### config.mk
export PLATFORM = sky130hd
export DESIGN_NAME = dll_delay_ctrl
export DESIGN_NICKNAME = d
export VERILOG_FILES = /design/src/rtl/fmdll_pkg.sv /design/src/rtl/dll_lock_detect.sv /design/src/rtl/dll_delay_ctrl.sv
export SDC_FILE = /design/constraint.sdc
export NUM_CORES = 1
export LEC_CHECK = 0
export CORE_ASPECT_RATIO = 1.75
export CORE_MARGIN = 8
export CORE_UTILIZATION = 45
export CTS_CLUSTER_SIZE = 14
export DETAILED_ROUTE_END_ITERATION = 8
export PLACE_DENSITY = 0.63
export SYNTH_ARGS = -nofsm -noshare
export SYNTH_HDL_FRONTEND = slang
export SYNTH_SLANG_ARGS = --single-unit
### constraint.sdc
create_clock -name clk_ext -period 2.6 [get_ports clk_ext]
set_input_delay 0.26 -clock clk_ext [delete_from_list [all_inputs] [get_ports clk_ext]]
set_output_delay 0.26 -clock clk_ext [all_outputs]
set_load 0.02 [all_outputs]
### src/rtl/fmdll_pkg.sv
// Shared definitions for the FMDLL delay-line controller.
//   QW_DEF      : default delay-code width
//   MIDSCALE    : SAR starting code for the default width
//   dll_state_e : controller mode (SAR acquisition / TRACK)
//   step_dir_e  : direction of a TRACK step (UP = longer delay, DN = shorter)
package fmdll_pkg;

  localparam int QW_DEF = 10;
  localparam logic [QW_DEF-1:0] MIDSCALE = {1'b1, {(QW_DEF-1){1'b0}}};

  typedef enum logic {
    ST_SAR   = 1'b0,
    ST_TRACK = 1'b1
  } dll_state_e;

  typedef enum logic {
    DIR_UP = 1'b0,
    DIR_DN = 1'b1
  } step_dir_e;

endpackage

### src/rtl/dll_lock_detect.sv
// Lock detector for the TRACK phase of the delay-line controller.
// Counts consecutive direction reversals and consecutive same-direction
// steps; raises lock after LOCK_CNT reversals, drops it after LOSS_RUN
// steps in one direction.
//   clk   : controller clock
//   rst   : asynchronous active-high reset
//   clear : synchronous clear of counters, history and lock
//   step  : one TRACK step taken this cycle
//   dir   : direction of that step
//   lock  : registered lock flag
module dll_lock_detect
  import fmdll_pkg::*;
#(
  parameter int LOCK_CNT = 4,
  parameter int LOSS_RUN = 3
) (
  input  logic      clk,
  input  logic      rst,
  input  logic      clear,
  input  logic      step,
  input  step_dir_e dir,
  output logic      lock
);

  localparam int CW = $clog2(LOCK_CNT + 1);
  localparam int RW = $clog2(LOSS_RUN + 1);

  logic          have_prev_reg, have_prev_next;
  step_dir_e     prev_dir_reg, prev_dir_next;
  logic [CW-1:0] rev_cnt_reg, rev_cnt_next;
  logic [RW-1:0] run_cnt_reg, run_cnt_next;
  logic          lock_reg, lock_next;

  always_comb begin
    have_prev_next = have_prev_reg;
    prev_dir_next  = prev_dir_reg;
    rev_cnt_next   = rev_cnt_reg;
    run_cnt_next   = run_cnt_reg;
    lock_next      = lock_reg;
    if (clear) begin
      have_prev_next = 1'b0;
      prev_dir_next  = DIR_UP;
      rev_cnt_next   = '0;
      run_cnt_next   = '0;
      lock_next      = 1'b0;
    end else if (step) begin
      have_prev_next = 1'b1;
      prev_dir_next  = dir;
      // The very first step has no history, so it starts a run.
      if (have_prev_reg && (dir != prev_dir_reg)) begin
        rev_cnt_next = (rev_cnt_reg >= CW'(LOCK_CNT)) ? rev_cnt_reg : rev_cnt_reg + 1'b1;
        run_cnt_next = RW'(1);
      end else begin
        rev_cnt_next = '0;
        run_cnt_next = run_cnt_reg + 1'b1;
      end
      // A long run means the loop has walked away: drop lock and start over,
      // keeping the last direction so the next step can still be a reversal.
      if (run_cnt_next >= RW'(LOSS_RUN)) begin
        lock_next    = 1'b0;
        rev_cnt_next = '0;
        run_cnt_next = '0;
      end else if (rev_cnt_next >= CW'(LOCK_CNT)) begin
        lock_next = 1'b1;
      end
    end
  end

  always_ff @(posedge clk or posedge rst) begin
    if (rst) begin
      have_prev_reg <= 1'b0;
      prev_dir_reg  <= DIR_UP;
      rev_cnt_reg   <= '0;
      run_cnt_reg   <= '0;
      lock_reg      <= 1'b0;
    end else begin
      have_prev_reg <= have_prev_next;
      prev_dir_reg  <= prev_dir_next;
      rev_cnt_reg   <= rev_cnt_next;
      run_cnt_reg   <= run_cnt_next;
      lock_reg      <= lock_next;
    end
  end

  assign lock = lock_reg;

endmodule

### src/rtl/dll_delay_ctrl.sv
// FMDLL delay-line controller. Acquires the delay code with a binary
// (SAR) search driven by the phase-detector bit, then tracks by +/-1 steps
// and reports lock. After every code change SETTLE qualified comparisons
// are discarded so the delay line and detector can settle.
//   clk_ext    : controller clock
//   Reset_CTRL : asynchronous active-high reset
//   COMP       : phase-detector result (1 = delay too long)
//   COMP_valid : one-cycle strobe qualifying COMP
//   Restart    : synchronous pulse, re-runs acquisition from midscale
//   Q          : registered delay code
//   Lock       : registered lock flag
//   Busy       : high while acquiring (SAR)
module dll_delay_ctrl
  import fmdll_pkg::*;
#(
  parameter int QW       = QW_DEF,
  parameter int SETTLE   = 2,
  parameter int LOCK_CNT = 4,
  parameter int LOSS_RUN = 3
) (
  input  logic          clk_ext,
  input  logic          Reset_CTRL,
  input  logic          COMP,
  input  logic          COMP_valid,
  input  logic          Restart,
  output logic [QW-1:0] Q,
  output logic          Lock,
  output logic          Busy
);

  localparam int IW = (QW > 1) ? $clog2(QW) : 1;
  localparam int SW = (SETTLE > 0) ? $clog2(SETTLE + 1) : 1;
  localparam logic [QW-1:0] MID_CODE = {1'b1, {(QW-1){1'b0}}};
  localparam logic [QW-1:0] MAX_CODE = {QW{1'b1}};

  dll_state_e    state_reg, state_next;
  logic [QW-1:0] q_reg, q_next;
  logic [IW-1:0] idx_reg, idx_next;
  logic [SW-1:0] settle_reg, settle_next;
  logic          busy_reg, busy_next;

  logic          step;
  step_dir_e     step_dir;
  logic          lock_clear;
  logic [QW-1:0] q_sar;

  // SAR decision for every bit in parallel: the bit under test is kept only
  // when the delay was not too long, the next lower bit becomes the new trial.
  genvar gi;
  generate
    for (gi = 0; gi < QW; gi++) begin : g_sar_bit
      assign q_sar[gi] = (IW'(gi) == idx_reg)                   ? (q_reg[gi] & ~COMP) :
                         ((IW+1)'(gi + 1) == {1'b0, idx_reg})   ? 1'b1 :
                                                                  q_reg[gi];
    end
  endgenerate

  always_comb begin
    state_next  = state_reg;
    q_next      = q_reg;
    idx_next    = idx_reg;
    settle_next = settle_reg;
    busy_next   = busy_reg;
    step        = 1'b0;
    step_dir    = DIR_UP;
    lock_clear  = 1'b0;

    if (Restart) begin
      // Any coincident strobe is dropped.
      state_next  = ST_SAR;
      q_next      = MID_CODE;
      idx_next    = IW'(QW - 1);
      settle_next = SW'(SETTLE);
      busy_next   = 1'b1;
      lock_clear  = 1'b1;
    end else if (COMP_valid) begin
      if (settle_reg != '0) begin
        settle_next = settle_reg - 1'b1;
      end else begin
        if (state_reg == ST_SAR) begin
          q_next = q_sar;
          if (idx_reg == '0) begin
            state_next = ST_TRACK;
            busy_next  = 1'b0;
          end else begin
            idx_next = idx_reg - 1'b1;
          end
        end else begin
          step = 1'b1;
          if (COMP) begin
            step_dir = DIR_DN;
            q_next   = (q_reg == '0) ? q_reg : q_reg - 1'b1;
          end else begin
            step_dir = DIR_UP;
            q_next   = (q_reg == MAX_CODE) ? q_reg : q_reg + 1'b1;
          end
        end
        // Only a real code change disturbs the loop; a saturated step or an
        // unchanged final SAR bit leaves the next strobe usable at once.
        if (q_next != q_reg) begin
          settle_next = SW'(SETTLE);
        end
      end
    end
  end

  always_ff @(posedge clk_ext or posedge Reset_CTRL) begin
    if (Reset_CTRL) begin
      state_reg  <= ST_SAR;
      q_reg      <= MID_CODE;
      idx_reg    <= IW'(QW - 1);
      settle_reg <= SW'(SETTLE);
      busy_reg   <= 1'b1;
    end else begin
      state_reg  <= state_next;
      q_reg      <= q_next;
      idx_reg    <= idx_next;
      settle_reg <= settle_next;
      busy_reg   <= busy_next;
    end
  end

  dll_lock_detect #(
    .LOCK_CNT (LOCK_CNT),
    .LOSS_RUN (LOSS_RUN)
  ) u_lock_detect (
    .clk   (clk_ext),
    .rst   (Reset_CTRL),
    .clear (lock_clear),
    .step  (step),
    .dir   (step_dir),
    .lock  (Lock)
  );

  assign Q    = q_reg;
  assign Busy = busy_reg;

endmodule
## Word level (Yosys, flattened, before mapping)

Cells that the tools add are included.

| storage, ports and cells | value |
|---|---|
| flip-flop bits (word level) | 26 |
| input port bits | 5 |
| output and inout bits | 12 |
| logic and storage cells | 140 |

| operators by class | value |
|---|---|
| $add $sub $neg | 6 |
| order comparisons | 3 |
| eq/ne operators | 16 |
| multiplexer cells | 80 |
| bitwise operators | 11 |
| reductions and logical operators | 14 |

Operators by type and width:

| cell | number |
|---|---|
| two-way mux 10 bit | 10 |
| two-way mux 1 bit | 48 |
| two-way mux 3 bit | 7 |
| two-way mux 2 bit | 10 |
| two-way mux 4 bit | 5 |
| == test 3 x 4 -> 1 bit (first input constant) | 4 |
| == test 4 bit (first input constant) | 3 |
| adder 10 x 1 -> 10 bit (second input constant) | 1 |
| bitwise AND 1 bit | 10 |
| == test 10 bit (second input constant) | 1 |
| zero test 10 bit | 1 |
| != test 10 bit | 1 |
| subtractor 10 x 1 -> 10 bit (second input constant) | 1 |
| == test 2 x 4 -> 1 bit (first input constant) | 2 |
| AND reduction 4 bit | 2 |
| nonzero test 2 bit | 4 |
| greater-or-equal comparator 3 bit (second input constant) | 2 |
| != test 2 bit (second input constant) | 3 |
| AND reduction 2 bit | 3 |
| nonzero test 3 bit | 2 |
| == test 1 x 4 -> 1 bit (first input constant) | 1 |
| zero test 4 bit | 1 |
| subtractor 4 x 1 -> 4 bit (second input constant) | 1 |
| adder 3 x 1 -> 3 bit (second input constant) | 1 |
| other kinds (6) | 6 |

## Depth between registers and ports, before layout

Gate-level depths: netlist (run 1).

| logic depth | value |
|---|---|
| depth in word-level cells | 15 |
| mapped depth | 10 |
| gate-level depth less buffers | 9 |

## By module

Synthesis (run 1) repeated with hierarchy kept, for this count alone.

| second synthesis, totals | value |
|---|---|
| cells, all modules | 297 |
| area, all modules | 2377.3 µm² |

By module, submodules not included:

| module | times used | cells an instance | area each (µm²) | sequential area each (µm²) |
|---|---|---|---|---|
| dll_delay_ctrl | 1 | 253 | 1934.4 | 456.7 |
| dll_lock_detect | 1 | 44 | 442.9 | 200.2 |

## Least setup slack after synthesis (run 1)

Ideal clock, no wire load.

| path | value |
|---|---|
| kind | register to register |
| start point | register q_reg[0] (netlist: Q[0]) |
| end point | register settle_reg[1] |
| setup time | 0.081 ns |
| arrival | 2.477 ns |
| data required time | 2.519 ns |
| slack | 0.042 ns |
| stages on the path, launching flop included | 11 |
| path buffers | 1 |
| period minus slack after synthesis | 2.558 ns |
| path through | dfrtp_1 > clkbuf_1 > inv_1 > ha_1 > nor3_1 > nand4_1 > o211a_1 > or4_4 > a211oi_4 > nor3_1 > a211oi_2 |

| between the ends | value |
|---|---|
| longest elaborated chain between the ends | 10 |
| elaborated cells between the ends (all ways) | 17 |
| classes of those cells | 2 x add/sub; 2 x eq/ne; 9 x mux; 1 x bitwise; 3 x reduce/logical |

Ends and longest elaborated chain:

| element | line | RTL |
|---|---|---|
| from (decl) | dll_delay_ctrl.sv:37 | `logic [QW-1:0] q_reg, q_next;` |
| from (signal assigned) | dll_delay_ctrl.sv:116 | `q_reg <= q_next;` |
| adder 10 x 1 -> 10 bit (tied with other cells) | dll_delay_ctrl.sv:95 | `q_next = (q_reg == MAX_CODE) ? q_reg : q_reg + 1'b1;` |
| two-way mux 10 bit, on equally long branches | dll_delay_ctrl.sv:95, dll_delay_ctrl.sv:92 |  |
| two-way mux 10 bit | dll_delay_ctrl.sv:90 | `if (COMP) begin` |
| two-way mux 10 bit | dll_delay_ctrl.sv:80 | `if (state_reg == ST_SAR) begin` |
| two-way mux 10 bit | dll_delay_ctrl.sv:77 | `if (settle_reg != '0) begin` |
| two-way mux 10 bit | dll_delay_ctrl.sv:76 | `end else if (COMP_valid) begin` |
| two-way mux 10 bit | dll_delay_ctrl.sv:68 | `if (Restart) begin` |
| != test 10 bit (*) | dll_delay_ctrl.sv:100 | `if (q_next != q_reg) begin` |
| nonzero test 3 bit (no line) (*) | - |  |
| AND reduction 2 bit (no line) (*) | - |  |
| to (signal assigned) | dll_delay_ctrl.sv:112 | `settle_reg <= SW'(SETTLE);` |
| to (signal assigned) | dll_delay_ctrl.sv:118 | `settle_reg <= settle_next;` |
| to (decl) | dll_delay_ctrl.sv:39 | `logic [SW-1:0] settle_reg, settle_next;` |

Every way passes the cells marked *; elsewhere a longest branch is shown, timed or not. The select of a mux whose other input is x is not followed.
A chain may end at the register's enable or synchronous reset.

## Final worst setup path (run 1)

| path | value |
|---|---|
| start point | register idx_reg[0] |
| end point | register settle_reg[1] |

| between the ends | value |
|---|---|
| longest elaborated chain between the ends | 10 |
| elaborated cells between the ends (all ways) | 38 |
| classes of those cells | 11 x eq/ne; 24 x mux; 3 x reduce/logical |

Ends and longest elaborated chain:

| element | line | RTL |
|---|---|---|
| from (decl) | dll_delay_ctrl.sv:38 | `logic [IW-1:0] idx_reg, idx_next;` |
| from (signal assigned) | dll_delay_ctrl.sv:111 | `idx_reg <= IW'(QW - 1);` |
| from (signal assigned) | dll_delay_ctrl.sv:117 | `idx_reg <= idx_next;` |
| == test 1 x 4 -> 1 bit (tied with other cells) | dll_delay_ctrl.sv:52, dll_delay_ctrl.sv:53 |  |
| two-way mux 1 bit | dll_delay_ctrl.sv:53 | `((IW+1)'(gi + 1) == {1'b0, idx_reg}) ? 1'b1 :` |
| two-way mux 1 bit | dll_delay_ctrl.sv:52 | `assign q_sar[gi] = (IW'(gi) == idx_reg) ? (q_reg[gi] & ~COMP) :` |
| two-way mux 10 bit (*) | dll_delay_ctrl.sv:80 |  |
| two-way mux 10 bit (*) | dll_delay_ctrl.sv:77 |  |
| two-way mux 10 bit (*) | dll_delay_ctrl.sv:76 |  |
| two-way mux 10 bit (*) | dll_delay_ctrl.sv:68 |  |
| != test 10 bit (*) | dll_delay_ctrl.sv:100 |  |
| nonzero test 3 bit (no line) (*) | - |  |
| AND reduction 2 bit (no line) (*) | - |  |

Marks and branches as above.

==> results of run 1 <==
synthesized netlist by cell type, types with 3 or more instances:
cell type  number  area share
and3_1          3      0.0080
dfstp_2         5       0.056
dfrtp_1        21        0.23
nor3_1         14       0.030
a21oi_1        23       0.049
nand2_1        26       0.042
nand4_1         5       0.013
and2_1          3      0.0080
a21o_1          4       0.013
inv_1          15       0.024
nand2b_1        8       0.021
nor2b_1         5       0.013
a22o_1          4       0.015
a31oi_1         4       0.011
a211oi_1        9       0.029
a22oi_1         4       0.013
buf_2           7       0.015
a32oi_1         3       0.011
buf_1           3      0.0048
nand3_1        11       0.024
o21ai_0        22       0.047
nor2_1         23       0.037
clkbuf_1       12       0.019
mux2i_1         3       0.013
ha_1           11       0.059
and4_1          3       0.011
stage by stage:
step	worst slack, ns	instances	hold WS [ns]	area (um^2)
after CTS	0.0926	379	0.422	2730
after detailed placement	0.100	375	0.486	2680
after global placement	0.0753	375	0.484	2680
after floorplan	0.0421	299	0.296	2330
after global routing	0.0431	379	0.474	2750
final	0.180	379	0.386	2750
worst max-delay path: stages, from the launching register on:
cell	delay [ns]
dfstp_2	0.58
inv_1	0.09
ha_1	0.28
a2111oi_1	0.53
a32oi_1	0.26
a211oi_4	0.35
nor3_1	0.10
a211oi_2	0.16
metal layers:
layer / part of all wire / track usage
met3: 0.028 / 0.0206
met5: 0 / 0
met4: 0.046 / 0.0997
met1: 0.38 / 0.195
met2: 0.54 / 0.333
cell usage in the layout (no fill, tap or decap), types with 11 or more instances in the layout:
cell type        Yosys  final
o21ai_0             22     22
clkdlybuf4s50_1      0     16
buf_4                0     29
nand2_1             26     26
nand3_1             11     11
inv_1               15     15
a21oi_1             23     23
nor3_1              14     13
dfrtp_1             21     21
ha_1                11     11
nor2_1              23     23
worst paths after layout:
kind	slack [ns]	start	end
worst max register to register	0.18	idx_reg[0]	settle_reg[1]
worst min-delay path	0.39	Reset_CTRL	state_reg
max in group asynchronous	1.64	Reset_CTRL	Q[8]
min in group clk_ext	0.51	Busy	Busy
worst max-delay path	0.18	idx_reg[0]	settle_reg[1]
worst min register to register	0.51	Busy	Busy
final cells by class:
cell class | instances | share of cell area
Multi-Input combinational cell | 235 | 0.559
Sequential cell | 26 | 0.239
Timing Repair Buffer | 45 | 0.137
Tap cell | 54 | 0.0246
Inverter | 15 | 0.0205
Clock buffer | 4 | 0.0200
cells by family after synthesis:
kind of cell,synth area share
adder cells (fa/ha/maj),0.0590
flip-flops,0.282
AND/OR/NAND/NOR,0.269
XOR/XNOR,0.0150
multiplexers,0.0241
buffers and inverters,0.0681
AO/OA/AOI/OAI,0.283
power by group through the flow:
stage	Sequential (mW)	Clock [mW]	Combinational, mW
CTS	0.434	0.278	0.282
global placement	0.441	0	0.280
floorplan	0.442	0	0.187
detailed placement	0.442	0	0.281
global route	0.436	0.294	0.318
finish	0.434	0.272	0.287
timing repair:
action | CTS | global route
resized for setup | 0 | 4
setup endpoints to repair | 0 | 3
hold buffers | 0 | 0
==> run_results.csv, run 1 <==
group,metric,value,unit
run_status,status,"complete, no violations",
synthesis,ys_seq_area_frac,0.282,
final_layout,area_growth_syn_to_layout,17.9,%
synthesis,yosys_warnings,0,
synthesis,synth_edf_count,0,
final_layout,multi_input_area,1540,um^2
floorplan,coreArea,4980,um^2
timing,fin_setup_tns,0,ns
power,p_sw,0.318,mW
critical_path,critPathLaunchType,"flip-flop",
grt,grt_max_degree,25,
drt,finalWirelength,7140,um
floorplan,io_pins,17,
floorplan,die_h,111,um
clock_tree,cts_root_buffer,"clkbuf_8",
critical_path,crit_type,"flip-flop to flip-flop",
critical_path,cp_max_fo,7,
floorplan,die-area,7840,um^2
floorplan,fp.dieW,70.4,um
clock_tree,cts_buffers,3,
timing,finalHoldViolations,0,
placement,dpl.hpwl,5470,um
drt,vias_per_cell,6.32,
clock_tree,h-tree-depth,1,
synthesis,synth.distinct_cells,63,
timing,setup-violations-final,0,
grt,antenna_found_initial,0,
synthesis,ys_ff_latch,26,
placement,io_buffers,16,
synthesis,synth_flop_cell,"dfrtp_1",
final_layout,drive_gt1_frac,0.160,
power,pwr-share-seq,0.437,
timing,worst_pin_slew,0.711,ns
final_layout,largest_reg_flops,10,
final_layout,regArea,657,um^2
clock_tree,tritoncts,"yes",
synthesis,async_flop_share,1.00,
timing,final_max_slew_viol_count,0,
grt,grt_pass1_vias,2392,
critical_path,end_kind,"flip-flop",
drt,drt_iter0_markers,121,
power,peakVddDrop,0.404,mV
power,pwr-share-clk,0.274,
drt,dr.pass1.iters,4,
power,finalPower,0.993,mW
drt,detail_route.wl_per_cell,18.8,um
synthesis,synthesis.area,2330,um^2
final_layout,antenna_cells,0,
drt,ant_nets,0,
clock_tree,cts_setup_buffers,0,
final_layout,fillCellCount,494,
synthesis,synth_cells,299,
power,powerDensity,361,nW/um^2
grt,overflow,0,
timing,clock_skew,0.00374,ns
grt,grt_pass1_wl,11900,um
final_layout,nets,342,
timing,fin_crit_sh,0.931,
clock_tree,clkTransAtPathRegs,0.09,ns
timing,maxSlewHeadroom,0.525,
timing,rsz0062_at_grt,"false",
clock_tree,clk_latency,0.28,ns
min_path,hp-class,"input pin to async pin",
placement,gp_congestion,0.912,
critical_path,crit_required,2.81,ns
floorplan,row_count,34,
floorplan,start_util,0.469,
power,p_comb_frac,0.289,
power,swShare,0.320,
clock_tree,cts_buffer_depth,2,
timing,min_period,2.42,ns
power,p_int,0.675,mW
final_layout,final_util,0.553,
synthesis,syn_avg_cell_area,7.80,um^2
grt,grt.total_usage,0.183,
drt,vias,2396,
power,power_leakage,1.13,nW
job,drv_cap,0,
timing,fmax,413,MHz
drt,drc,0,
critical_path,crit_arrival,2.63,ns
clock_tree,cts.sink_count,26,
critical_path,r2r_cells,7,
synthesis,syn_nets,315,
(Power assumes the default switching activity.)
==> run 2, diff against run 1 <==
RECOVER_POWER = 50   (was not set)
==> run_results.csv, run 2 (same netlist as run 1, synthesis figures left out) <==
group,metric,value,unit
critical_path,cpMostUsedCell,"nor3_1",
final_layout,final_common_cell,"buf_4",
floorplan,fp.dieW,70.4,um
clock_tree,clk_latency,0.28,ns
grt,grt_pass1_vias,2392,
floorplan,io_pins,17,
final_layout,antenna_cells,0,
timing,clock_skew,0.00390,ns
drt,ant_nets,0,
drt,vias,2388,
placement,dpl.cell_count,375,
timing,setup-violations-final,0,
timing,fin_crit_sh,0.930,
job,drv_cap,0,
placement,dpl.hpwl,5470,um
drt,finalWirelength,7120,um
timing,worst_pin_slew,0.711,ns
final_layout,drive_gt1_frac,0.154,
drt,vias_per_cell,6.30,
power,powerDensity,361,nW/um^2
critical_path,path_buf_inv,1,
placement,io_buffers,16,
grt,grt_max_degree,25,
timing,finalHoldViolations,0,
drt,detail_route.wl_per_cell,18.8,um
timing,final_max_slew_viol_count,0,
timing,maxSlewHeadroom,0.526,
drt,dr.pass1.iters,4,
clock_tree,cts_buffers,3,
final_layout,largest_reg_flops,10,
floorplan,coreArea,4980,um^2
min_path,min_from,"Busy",
clock_tree,tritoncts,"yes",
min_path,hp-class,"flip-flop to flip-flop",
final_layout,area_growth_syn_to_layout,17.7,%
clock_tree,h-tree-depth,1,
critical_path,startpoint,"Q[1]",
critical_path,end_kind,"flip-flop",
power,power_leakage,1.14,nW
timing,fmax,414,MHz
timing,fin_setup_tns,0,ns
run_status,status,"complete, no violations",
floorplan,die-area,7840,um^2
final_layout,final_area,2750,um^2
grt,grt.total_usage,0.183,
grt,overflow,0,
timing,min_period,2.42,ns
critical_path,crit_chain,"inv_1 -> ha_1 -> nor3_1 -> nand4_1 -> o211a_1 -> or4_4 -> a211oi_4 -> nor3_1 -> a211oi_2",
clock_tree,cts_buffer_depth,2,
critical_path,crit_arrival,2.63,ns
final_layout,stdcell_count,379,
critical_path,crit-reg2reg-launch,"Q[1]",
critical_path,crit_type,"flip-flop to flip-flop",
critical_path,cp_max_fo,5,
placement,dpl_cell_area,2680,um^2
placement,gp_congestion,0.912,
clock_tree,cts_root_buffer,"clkbuf_8",
timing,rsz0062_at_grt,"false",
drt,drc,0,
drt,drt_iter0_markers,119,
final_layout,layout_common_cells,"28 x buf_4, 26 x nand2_1, 23 x nor2_1, 23 x a21oi_1, 22 x o21ai_0",
final_layout,nets,342,
final_layout,fillCellCount,496,
critical_path,cp_top_family,"simple AND/OR/NAND/NOR gates",
grt,antenna_found_initial,0,
critical_path,critPathLaunchType,"flip-flop",
clock_tree,clkTransAtPathRegs,0.09,ns
floorplan,row_count,34,
critical_path,cp_slowest_cell,"or4_4",
clock_tree,cts.sink_count,26,
critical_path,crit_required,2.81,ns
critical_path,slowest_delay,0.53,ns
floorplan,die_h,111,um
power,peakVddDrop,0.403,mV
floorplan,start_util,0.469,
grt,grt_pass1_wl,11900,um
[run 2: cell count changes in the layout (fill, tap and decap cells not counted), sizes merged]
| cell | previous run | this run |
|---|---|---|
| clkbuf | 4 | 5 |
| clkdlybuf4s50 | 16 | 12 |
| dlygate4sd3 | 0 | 4 |
| buf | 29 | 28 |
[run 2: timing repair]
| item | CTS | global route |
|---|---|---|
| resized for setup | 0 | 4 |
| endpoints found under the setup margin | 0 | 3 |
| buffers inserted | 0 | 0 |
| hold buffers | 0 | 0 |
| endpoints found under the hold margin | 0 | 0 |
[run 2: metal layers]
layer,global-route usage,vias up,wire length [um]
met5,0,-,0
met4,0.0997,0,298
met3,0.0206,29,179
met2,0.333,51,3900
met1,0.195,1155,2740
li1,-,1153,-
[run 2: report_power, final]
group          leakage [nW]  switching, mW  internal [mW]
Sequential            0.343         0.0137          0.420
Combinational         0.765          0.167          0.118
Clock                0.0288          0.136          0.136
Total                  1.14          0.317          0.673
[run 2: final timing paths]
| check | depth (start not counted) | end | slack [ns] |
|---|---|---|---|
| min in group asynchronous | 2 | state_reg | 0.52 |
| min reg2reg | 1 | Busy | 0.51 |
| max in group asynchronous | 3 | Q[8] | 1.30 |
| max reg2reg | 9 | settle_reg[1] | 0.18 |
| min | 1 | Busy | 0.51 |
| max | 9 | settle_reg[1] | 0.18 |
[run 2: layout make-up]
cell class | instances | area, um^2 | area share
Timing Repair Buffer | 45 | 374 | 0.136
Tap cell | 54 | 67.6 | 0.0246
Inverter | 15 | 56.3 | 0.0205
Multi-Input combinational cell | 235 | 1540 | 0.559
Sequential cell | 26 | 657 | 0.239
Clock buffer | 4 | 55.1 | 0.0200
[run 2: through the flow]
stage                     utilization  hold WS (ns)  setup WS (ns)  total power, mW
final                           0.552         0.514          0.183            0.990
after global routing            0.552         0.522         0.0432             1.05
after CTS                       0.549         0.422         0.0926            0.994
after detailed placement        0.538         0.486          0.100            0.723
after global placement          0.538         0.484         0.0753            0.721
after floorplan                     -         0.296         0.0421            0.629
==> run 3, diff against run 2 <==
MAX_ROUTING_LAYER = met4   (was not set)
==> run_results.csv, run 3 (same netlist as run 1, synthesis figures left out) <==
group,metric,value,unit
timing,worst_pin_slew,0.730,ns
final_layout,drive_gt1_frac,0.148,
critical_path,crit_arrival,2.63,ns
critical_path,end_kind,"flip-flop",
grt,overflow,0,
final_layout,final_util,0.553,
min_path,hp-class,"flip-flop to flip-flop",
grt,grt_pass1_wl,11800,um
drt,ant_nets,0,
clock_tree,cts_root_buffer,"clkbuf_8",
timing,finalHoldViolations,0,
critical_path,crit_chain,"inv_1 -> ha_1 -> clkbuf_1 -> nand3_1 -> nand4_1 -> a22oi_1 -> a32oi_2 -> a211oi_4 -> nor3_1 -> a211oi_2",
critical_path,path_buf_inv,2,
final_layout,antenna_cells,0,
timing,fmax,411,MHz
critical_path,cp_top_family,"compound AO/OA/AOI/OAI gates",
critical_path,cp_max_fo,7,
critical_path,crit_type,"flip-flop to flip-flop",
clock_tree,cts_hold_buf,0,
placement,dpl.cell_count,374,
grt,antenna_found_initial,0,
drt,vias,2401,
final_layout,regArea,657,um^2
floorplan,coreArea,4980,um^2
floorplan,fp.dieW,70.4,um
final_layout,area_growth_syn_to_layout,17.9,%
power,peakVddDrop,0.308,mV
timing,clock_skew,0.00229,ns
critical_path,cp_slowest_cell,"dfstp_2",
clock_tree,cts.sink_count,26,
clock_tree,h-tree-depth,1,
floorplan,io_pins,17,
drt,drt_iter0_markers,169,
critical_path,crit_required,2.80,ns
timing,fin_setup_tns,0,ns
final_layout,multi_input_area,1540,um^2
critical_path,slowest_delay,0.59,ns
timing,maxSlewHeadroom,0.512,
drt,detail_route.wl_per_cell,18.8,um
clock_tree,cts_buffer_depth,2,
final_layout,fillCellCount,478,
floorplan,row_count,34,
timing,fin_crit_sh,0.936,
run_status,status,"complete, no violations",
floorplan,die-area,7840,um^2
clock_tree,tritoncts,"yes",
timing,rsz0062_at_grt,"false",
critical_path,critPathLaunchType,"flip-flop",
grt,grt_max_degree,25,
floorplan,die_h,111,um
drt,vias_per_cell,6.35,
drt,finalWirelength,7110,um
timing,final_max_slew_viol_count,0,
final_layout,stdcell_count,378,
final_layout,final_common_cell,"nand2_1",
clock_tree,clkTransAtPathRegs,0.09,ns
power,power_leakage,1.13,nW
final_layout,layout_common_cells,"26 x nand2_1, 25 x buf_4, 23 x nor2_1, 23 x a21oi_1, 22 x o21ai_0",
clock_tree,clk_latency,0.27,ns
drt,drc,0,
placement,dpl.hpwl,5460,um
final_layout,nets,341,
drt,dr.pass1.iters,4,
placement,gp_congestion,0.963,
floorplan,start_util,0.469,
job,drv_cap,0,
grt,grt.total_usage,0.186,
timing,setup-violations-final,0,
grt,grt_pass1_vias,2400,
power,powerDensity,356,nW/um^2
final_layout,largest_reg_flops,10,
timing,min_period,2.43,ns
clock_tree,cts_buffers,3,
placement,io_buffers,16,
run 3: cell types whose count changed in the layout (fill, tap and decap cells not counted):
cell | before | now
a32oi_1 | 3 | 2
a2111oi_0 | 1 | 2
a32oi_2 | 0 | 1
buf_12 | 0 | 1
clkdlybuf4s50_1 | 12 | 13
mux2i_1 | 2 | 3
dlygate4sd3_1 | 4 | 3
buf_4 | 28 | 25
clkbuf_1 | 1 | 2
mux2i_2 | 1 | 0
a2111oi_1 | 1 | 0
run 3: worst register-to-register path, delay by kind of cell (launching register included):
kind	cells	cell delay [ns]
AO/OA/AOI/OAI	4	0.84
flip-flops	1	0.59
buffers and inverters	2	0.32
AND/OR/NAND/NOR	3	0.32
adder cells (fa/ha/maj)	1	0.29
run 3: final timing paths:
kind	start	endpoint	slack [ns]	depth (start not counted)
setup / recovery	idx_reg[0]	settle_reg[1]	0.17	10
hold / removal	Busy	Busy	0.51	1
setup reg to reg	idx_reg[0]	settle_reg[1]	0.17	10
hold reg to reg	Busy	Busy	0.51	1
max in group asynchronous	Reset_CTRL	Q[8]	1.28	3
min in group asynchronous	Reset_CTRL	idx_reg[1]	0.54	2
run 3: report_power, final:
part / leakage, nW / internal [mW] / total [mW] / switching (mW)
clock network: 0.0288 / 0.135 / 0.263 / 0.127
logic: 0.761 / 0.118 / 0.284 / 0.166
registers: 0.343 / 0.420 / 0.433 / 0.0136
run 3: timing repair:
item | 4_1_cts | 5_1_grt
buffers inserted | 0 | 0
resized for setup | 0 | 3
setup endpoints to repair | 0 | 4
run 3: through the flow:
step / power (mW) / cell area, um^2 / hold slack, ns / setup slack (ns)
finish: 0.980 / 2750 / 0.513 / 0.166
global route: 1.04 / 2750 / 0.520 / 0.00792
CTS: 0.987 / 2740 / 0.419 / 0.0682
detailed placement: 0.722 / 2680 / 0.487 / 0.0946
global placement: 0.721 / 2680 / 0.485 / 0.118
floorplan: 0.629 / 2330 / 0.296 / 0.0421
run 3: layer usage:
layer / vias up / part of all wire / global-route usage
li1: 1154 / - / -
met1: 1165 / 0.39 / 0.199
met2: 59 / 0.53 / 0.325
met3: 23 / 0.037 / 0.0206
met4: 0 / 0.043 / 0.0943
met5: - / 0 / -
run 3: final cells by class:
| cell class | instances | area share |
|---|---|---|
| sequential | 26 | 0.239 |
| multi-input combinational | 235 | 0.560 |
| clock buffer | 4 | 0.0200 |
| timing repair buffer | 44 | 0.136 |
| tap | 54 | 0.0246 |
| inverter | 15 | 0.0205 |
